<file path="src/rtl/rcpu_pkg.sv">
// Shared encodings for the rcpu memory arbiter.
//   ST_*     arbiter FSM states
//   TAG_*    read-return tag: which port owns next cycle's mem_rdata
//   STARVE_W width of the loader starvation counter (saturates at 15)
package rcpu_pkg;

  localparam int unsigned STARVE_W = 4;

  localparam logic [1:0] ST_RUN   = 2'd0;
  localparam logic [1:0] ST_DRAIN = 2'd1;
  localparam logic [1:0] ST_LOCK  = 2'd2;

  localparam logic [1:0] TAG_NONE = 2'd0;
  localparam logic [1:0] TAG_CPU  = 2'd1;
  localparam logic [1:0] TAG_LD   = 2'd2;

endpackage

</file>
<file path="src/rtl/rcpu_mem_arbiter.sv">
// Single-port RAM arbiter for the rcpu core.
// Three requesters share one synchronous RAM: CPU write, CPU read and a
// loader/debug port. At most one access is granted per cycle. Acks are
// combinational. Read data returns one cycle after the grant. The loader can
// lock the RAM for exclusive use, which stalls the core.
// Ports:
//   clk, reset                      clock, async active-high reset
//   cpu_wr_req/addr/data/ack        CPU write channel
//   cpu_rd_req/addr/ack             CPU read request channel
//   cpu_rd_valid/data               CPU read return
//   cpu_stall                       core hold (lock pending or locked)
//   ld_req/we/addr/wdata/ack        loader access channel
//   ld_rd_valid/data                loader read return
//   ld_lock/ld_locked               exclusive ownership request/status
//   mem_en/we/addr/wdata/rdata      RAM interface
module rcpu_mem_arbiter
  import rcpu_pkg::*;
#(
  parameter int unsigned ADDR_W       = 16,
  parameter int unsigned DATA_W       = 16,
  parameter int unsigned STARVE_LIMIT = 4
) (
  input  logic              clk,
  input  logic              reset,
  input  logic              cpu_wr_req,
  input  logic [ADDR_W-1:0] cpu_wr_addr,
  input  logic [DATA_W-1:0] cpu_wr_data,
  output logic              cpu_wr_ack,
  input  logic              cpu_rd_req,
  input  logic [ADDR_W-1:0] cpu_rd_addr,
  output logic              cpu_rd_ack,
  output logic              cpu_rd_valid,
  output logic [DATA_W-1:0] cpu_rd_data,
  output logic              cpu_stall,
  input  logic              ld_req,
  input  logic              ld_we,
  input  logic [ADDR_W-1:0] ld_addr,
  input  logic [DATA_W-1:0] ld_wdata,
  output logic              ld_ack,
  output logic              ld_rd_valid,
  output logic [DATA_W-1:0] ld_rd_data,
  input  logic              ld_lock,
  output logic              ld_locked,
  output logic              mem_en,
  output logic              mem_we,
  output logic [ADDR_W-1:0] mem_addr,
  output logic [DATA_W-1:0] mem_wdata,
  input  logic [DATA_W-1:0] mem_rdata
);

  localparam logic [STARVE_W-1:0] StarveLim = STARVE_LIMIT[STARVE_W-1:0];

  logic [1:0]          state_q, state_d;
  logic [1:0]          tag_q, tag_d;
  logic [STARVE_W-1:0] starve_q, starve_d;
  logic [DATA_W-1:0]   cpu_hold_q, ld_hold_q;
  logic                gnt_wr, gnt_rd, gnt_ld;
  logic                cpu_allowed;

  // Priority encoder and RAM mux. Combinational acks are gated by reset so
  // every output reads 0 while reset is held.
  always_comb begin
    gnt_wr = 1'b0;
    gnt_rd = 1'b0;
    gnt_ld = 1'b0;
    // Unlock cycle already arbitrates normally.
    cpu_allowed = (state_q == ST_RUN) || ((state_q == ST_LOCK) && !ld_lock);
    if (!reset) begin
      if (cpu_allowed) begin
        if (cpu_wr_req)                            gnt_wr = 1'b1;
        else if (ld_req && (starve_q >= StarveLim)) gnt_ld = 1'b1;
        else if (cpu_rd_req)                       gnt_rd = 1'b1;
        else if (ld_req)                           gnt_ld = 1'b1;
      end else if (ld_req) begin
        gnt_ld = 1'b1;
      end
    end

    cpu_wr_ack = gnt_wr;
    cpu_rd_ack = gnt_rd;
    ld_ack     = gnt_ld;

    mem_en    = gnt_wr | gnt_rd | gnt_ld;
    mem_we    = gnt_wr | (gnt_ld & ld_we);
    mem_addr  = '0;
    mem_wdata = '0;
    if (gnt_wr) begin
      mem_addr  = cpu_wr_addr;
      mem_wdata = cpu_wr_data;
    end else if (gnt_rd) begin
      mem_addr  = cpu_rd_addr;
    end else if (gnt_ld) begin
      mem_addr  = ld_addr;
      if (ld_we) mem_wdata = ld_wdata;
    end

    cpu_stall = !reset && ((state_q == ST_DRAIN) || ((state_q == ST_LOCK) && ld_lock));
    ld_locked = !reset && (state_q == ST_LOCK) && ld_lock;

    cpu_rd_valid = (tag_q == TAG_CPU);
    ld_rd_valid  = (tag_q == TAG_LD);
    cpu_rd_data  = cpu_rd_valid ? mem_rdata : cpu_hold_q;
    ld_rd_data   = ld_rd_valid  ? mem_rdata : ld_hold_q;

    state_d = state_q;
    case (state_q)
      ST_RUN:   if (ld_lock) state_d = ST_DRAIN;
      ST_DRAIN: state_d = ld_lock ? ST_LOCK : ST_RUN;
      ST_LOCK:  if (!ld_lock) state_d = ST_RUN;
      default:  state_d = ST_RUN;
    endcase

    if (gnt_rd)                tag_d = TAG_CPU;
    else if (gnt_ld && !ld_we) tag_d = TAG_LD;
    else                       tag_d = TAG_NONE;

    starve_d = starve_q;
    if (!ld_req || gnt_ld)      starve_d = '0;
    else if (starve_q != '1)    starve_d = starve_q + 1'b1;
  end

  always_ff @(posedge clk or posedge reset) begin
    if (reset) begin
      state_q    <= ST_RUN;
      tag_q      <= TAG_NONE;
      starve_q   <= '0;
      cpu_hold_q <= '0;
      ld_hold_q  <= '0;
    end else begin
      state_q  <= state_d;
      tag_q    <= tag_d;
      starve_q <= starve_d;
      // Capture the returned word so rd_data holds after the valid pulse.
      if (tag_q == TAG_CPU) cpu_hold_q <= mem_rdata;
      if (tag_q == TAG_LD)  ld_hold_q  <= mem_rdata;
    end
  end

endmodule

</file>
<file path="config.mk">
export PLATFORM = sky130hd
export DESIGN_NAME = rcpu_mem_arbiter
export DESIGN_NICKNAME = d
export VERILOG_FILES = /design/src/rtl/rcpu_pkg.sv /design/src/rtl/rcpu_mem_arbiter.sv
export SDC_FILE = /design/constraint.sdc
export NUM_CORES = 1
export LEC_CHECK = 0
export CAP_MARGIN = 5
export CORE_MARGIN = 4
export CORE_UTILIZATION = 30
export DETAILED_ROUTE_END_ITERATION = 10
export PLACE_DENSITY_LB_ADDON = 0.2
export SLEW_MARGIN = 20
export SYNTH_ARGS = -nofsm -noshare
export SYNTH_HDL_FRONTEND = slang
export SYNTH_SLANG_ARGS = --single-unit
</file>
<file path="constraint.sdc">
create_clock -name clk -period 2.65 [get_ports clk]
set_clock_uncertainty 0.15 [all_clocks]
set_input_delay 0.53 -clock clk [delete_from_list [all_inputs] [get_ports clk]]
set_output_delay 0.53 -clock clk [all_outputs]
set_load 0.1 [all_outputs]
</file>
Yosys cells after proc, flatten, opt, wreduce, memory -nomap -nowiden
Cells that the tools add are included.
{"block": "classes", "n_addsub": 1, "order_cmp": 1, "eq_ne": 7, "n_mux": 31, "bitwise_logic": 4, "reduce_logical": 17}
{"cell": "16-bit 2-to-1 mux", "count": 9}
{"cell": "1-bit 2-to-1 mux", "count": 14}
{"cell": "2-bit 2-to-1 mux", "count": 5}
{"cell": "4-bit 2-to-1 mux", "count": 2}
{"cell": "1-bit logical AND", "count": 7}
{"cell": "2-bit one-hot mux with 3 select lines", "count": 1}
{"cell": "4-bit by 1-bit adder with 4-bit output, second input constant", "count": 1}
{"cell": "2-bit by 1-bit == test with 1-bit output, second input constant", "count": 2}
{"cell": "2-bit == test, second input constant", "count": 2}
{"cell": "4-bit by 3-bit greater-or-equal comparator with 1-bit output, second input constant", "count": 1}
{"cell": "1-bit logical NOT", "count": 4}
{"cell": "2-bit inequality test, second input constant", "count": 2}
{"cell": "4-bit inequality test, second input constant", "count": 1}
{"cell": "1-bit logical OR", "count": 3}
{"cell": "1-bit OR", "count": 3}
{"cell": "2-bit logical NOT", "count": 1}
{"cell": "2-bit AND reduction", "count": 1}
{"cell": "2-bit nonzero test", "count": 1}
{"cell": "1-bit bitwise AND", "count": 1}
{"block": "totals", "ff_bits": 40, "inputBits": 103, "out_inout_bits": 73, "elab_cells": 66}

Logic depth before layout (Yosys ltp)
{"block": "logic_depth", "depth_word": 9, "depth_mapped": 6, "mapped_depth_nobuf": 4}

Least setup slack after synthesis
OpenSTA, ideal clock, no wires.
{"block": "synth_timing", "path_type": "input port to output port", "startpoint": "input port reset", "endpoint": "output port mem_wdata[2]", "arrival_ps": 3028, "required_time_ps": 1970, "path_slack_ps": -1058, "stages": 6, "n_path_buf": 3, "cell_sequence": "inv_1 -> and3_1 -> buf_6 -> buf_4 -> buf_6 -> a22o_1"}
{"block": "synth_via", "elab_cells_between_ends": 6, "cone_classes": "mux (6)"}
{"item": "start: declaration", "line_no": "rcpu_mem_arbiter.sv:24", "text": "input logic reset,"}
{"item": "1-bit 2-to-1 mux", "line_no": "rcpu_mem_arbiter.sv:68", "text": "if (!reset) begin"}
{"item": "named net cpu_wr_ack", "line_no": "rcpu_mem_arbiter.sv:28", "text": "output logic cpu_wr_ack,"}
{"item": "16-bit 2-to-1 mux", "line_no": "rcpu_mem_arbiter.sv:87", "text": "if (gnt_wr) begin"}
{"item": "end: declaration", "line_no": "rcpu_mem_arbiter.sv:47", "text": "output logic [DATA_W-1:0] mem_wdata,"}
The timed path passes the listed nets, and every way through them passes these cells.

Worst setup path after layout
{"block": "layout_timing", "startpoint": "input port cpu_wr_req", "endpoint": "output port mem_addr[3]"}
{"block": "layout_via", "elab_chain_len": 6, "elab_cells_between_ends": 12, "cone_classes": "mux (12)"}
{"item": "start: declaration", "line_no": "rcpu_mem_arbiter.sv:25", "text": "input logic cpu_wr_req,"}
{"item": "1-bit 2-to-1 mux", "line_no": "rcpu_mem_arbiter.sv:70", "text": "if (cpu_wr_req) gnt_wr = 1'b1;"}
{"item": "1-bit 2-to-1 mux", "line_no": "rcpu_mem_arbiter.sv:69", "text": "if (cpu_allowed) begin"}
{"item": "1-bit 2-to-1 mux", "line_no": "rcpu_mem_arbiter.sv:68"}
{"item": "16-bit 2-to-1 mux", "line_no": "rcpu_mem_arbiter.sv:92", "text": "end else if (gnt_ld) begin"}
{"item": "16-bit 2-to-1 mux", "line_no": "rcpu_mem_arbiter.sv:90", "text": "end else if (gnt_rd) begin"}
{"item": "16-bit 2-to-1 mux (*)", "line_no": "rcpu_mem_arbiter.sv:87"}
{"item": "end: declaration", "line_no": "rcpu_mem_arbiter.sv:46", "text": "output logic [ADDR_W-1:0] mem_addr,"}
Every way passes the cells marked *; elsewhere a longest branch is shown, timed or not.

==> flow_summary.yaml <==
routing:
  ant_nets: 0
  drt_iter0_drc: 80
  post_drt_wl_per_cell_um: 18.9
  via_count: 2228
  firstDrtPassIters: 4
  viasPerCell: 4.79
  routed_wl_um: 8780
  drc: 0
pwr:
  power_leakage_uw: 0.00234
  p_seq_frac: 0.188
  ir_drop_v: 0.000420
  p_sw_uw: 2180
  pwr-share-clk: 0.087
  power_switching_share: 0.507
  power_density_mw_per_mm2: 795
  internal_power_uw: 2120
  combPwrFrac: 0.725
run:
  cap_violations: 0
final_layout:
  antennaDiodeCount: 0
  ff_latch_area_mm2: 0.00100
  design_area_mm2: 0.00542
  drive_above_1_share: 0.547
  fillerInstances: 431
  fin_nets: 473
  multi_input_area_mm2: 0.00144
  mostFrequentLayoutCell: "clkdlybuf4s50_1"
  layout_common_cells: "clkdlybuf4s50_1, buf_12, dfrtp_1"
  synthToLayoutAreaGrowth_pct: 150
synthesis:
  synth-edff-count: 0
  synth_cell_types: 36
  yosysSeqAreaShare: 0.463
  syn_area_mm2: 0.00216
  yosysWarnings: 0
  synth_flop_cell: "dfrtp_1"
  synth.avg_cell_area_um2: 12.7
  synthArstFlopShare: 1.00
  yosys_register_bits: 40
  syn_nets: 275
  synthCells: 171
placement:
  globalplace.congestion: 0.909
  port_buffers: 175
  dp_hpwl_um: 6920
  placed_cell_area_mm2: 0.00515
die:
  num_io_pins: 176
  die_w_um: 92.9
  dieArea_mm2: 0.00863
  start_util: 0.313
  die_y_um: 92.9
  num_rows: 30
  core_mm2: 0.00691
worst_setup_path:
  crit_path_start_kind: "primary input"
  critPathRequiredTime_ns: 1.97
  path_cells: "clkdlybuf4s15_1 -> nor2_1 -> and4_4 -> bufbuf_16 -> a221o_4 -> buf_12"
  worstSetupEndpointType: "output pin"
  cp.arrival_ns: 1.94
  path_delay_family: "buffers and inverters"
  cpMaxStageDelayCell: "a221o_4"
  crit_fanout: 9
  critPathBufInv: 3
  slowest_delay_ns: 0.43
  critPathKind: "in -> out"
clock_network:
  clock-root-buffer: "clkbuf_8"
  clock_sinks: 40
  cts_max_path_buffers: 2
  htreeDepth: 2
  cts_hold_buf: 0
  cts_buffers: 5
  cts_tree: "yes"
  clk_latency_ns: 0.28
  clkTransAtPathRegs_ns: 0.07
sta:
  setup_violations: 0
  min_period_ns: 2.62
  rsz0062_at_grt: "yes"
  finalCritPeriodShare: 0.989
  hold_viol: 0
  slew_headroom: 0.665
  fin_setup_tns_ns: 0
  worst_pin_slew_ns: 0.502
  timing.fmax_mhz: 381
  final_max_slew_viol_count: 0
outcome:
  outcome: "complete, no violations"
global_routing:
  antenna_found_initial: 0
  grt_max_degree: 42
  grt_remaining_overflow: 0
  grt_pass1_wl_um: 12900
  grt_pass1_vias: 2485
  grt_use_total: 0.192
min_path:
  hold_class: "in -> async"
area by class of cell:
class | count | area share
inverter | 3 | 0.00277
clock buffer | 5 | 0.0127
clock inverter | 2 | 0.00231
sequential | 40 | 0.185
multi-input combinational | 117 | 0.265
timing repair buffer | 202 | 0.510
tap | 96 | 0.0222
per-stage QoR:
| step | hold WS [ns] | setup WS, ns | std cells | utilization | power, µW |
|---|---|---|---|---|---|
| floorplan | 0.327 | -0.382 | 171 | - | 2730 |
| global placement | 0.348 | -0.219 | 444 | 0.746 | 3880 |
| finish | 0.311 | 0.0283 | 465 | 0.784 | 4300 |
| detailed placement | 0.361 | -0.284 | 444 | 0.746 | 3920 |
| CTS | 0.391 | 0.00199 | 459 | 0.777 | 4330 |
| global route | 0.364 | -0.0558 | 465 | 0.784 | 4450 |
state kept, by name, indices dropped and copies added, names as in the netlist:
name        cells
cpu_hold_q     16
ld_hold_q      16
starve_q        4
state_q         2
tag_q           2
kinds of logic after synthesis:
logic type,count (synthesis),share of synthesized area
DFF,40,0.463
and+or+nand+nor,41,0.128
xor gates and xnor gates,1,0.00405
muxes,34,0.176
buffers and inverters,15,0.0520
adders and majority gates,1,0.00578
AOI/OAI and AO/OA,39,0.171
path summary, 6_finish.rpt:
check                              from            to  slack [ns]  cells after the start
setup / recovery             cpu_wr_req   mem_addr[3]        0.03                      6
hold / removal                    reset    state_q[1]        0.31                      3
setup reg to reg            starve_q[0]   starve_q[1]        1.05                      4
hold reg to reg            ld_hold_q[3]  ld_hold_q[3]        0.39                      1
max in group asynchronous         reset   starve_q[2]        1.67                      3
min in group clk           ld_hold_q[3]  ld_hold_q[3]        0.39                      1
synthesized netlist by cell type (all sizes together) (2+ instances only):
cell | instances | area, µm²
dfrtp | 40 | 1000
mux2 | 33 | 372
a221o | 16 | 169
a22o | 16 | 140
and2 | 16 | 100
buf | 11 | 97.6
and3 | 5 | 40.0
inv | 3 | 11.3
nand2b | 3 | 18.8
nand3 | 3 | 15.0
nor2 | 3 | 11.3
nor3 | 3 | 37.5
a21oi | 2 | 13.8
nand3b | 2 | 15.0
metal layers:
| metal | global-route usage | part of all wire | up-vias |
|---|---|---|---|
| li1 | - | - | 1046 |
| met1 | 0.197 | 0.34 | 1077 |
| met2 | 0.364 | 0.57 | 97 |
| met3 | 0.0682 | 0.079 | 8 |
| met4 | 0.0549 | 0.013 | 0 |
| met5 | 0 | 0 | - |
timing repair:
| item | CTS | global route |
|---|---|---|
| resized for setup | 18 | 10 |
| setup endpoints to repair | 34 | 34 |
| cloned | 2 | 2 |
| pin swaps | 4 | 5 |
| buffers inserted | 6 | 8 |
worst min-delay path, delay by kind of cell:
family	cells	cell delay [ns]
buf+inv	3	0.65
power by group through the flow:
stage	sequential (µW)	clock [µW]	combinational, µW
after floorplan	810	0	1920
after global placement	815	0	3070
after detailed placement	824	0	3100
after CTS	812	392	3130
after global routing	826	424	3200
final	810	372	3120
No activity file was read; power rests on OpenSTA's default activity.
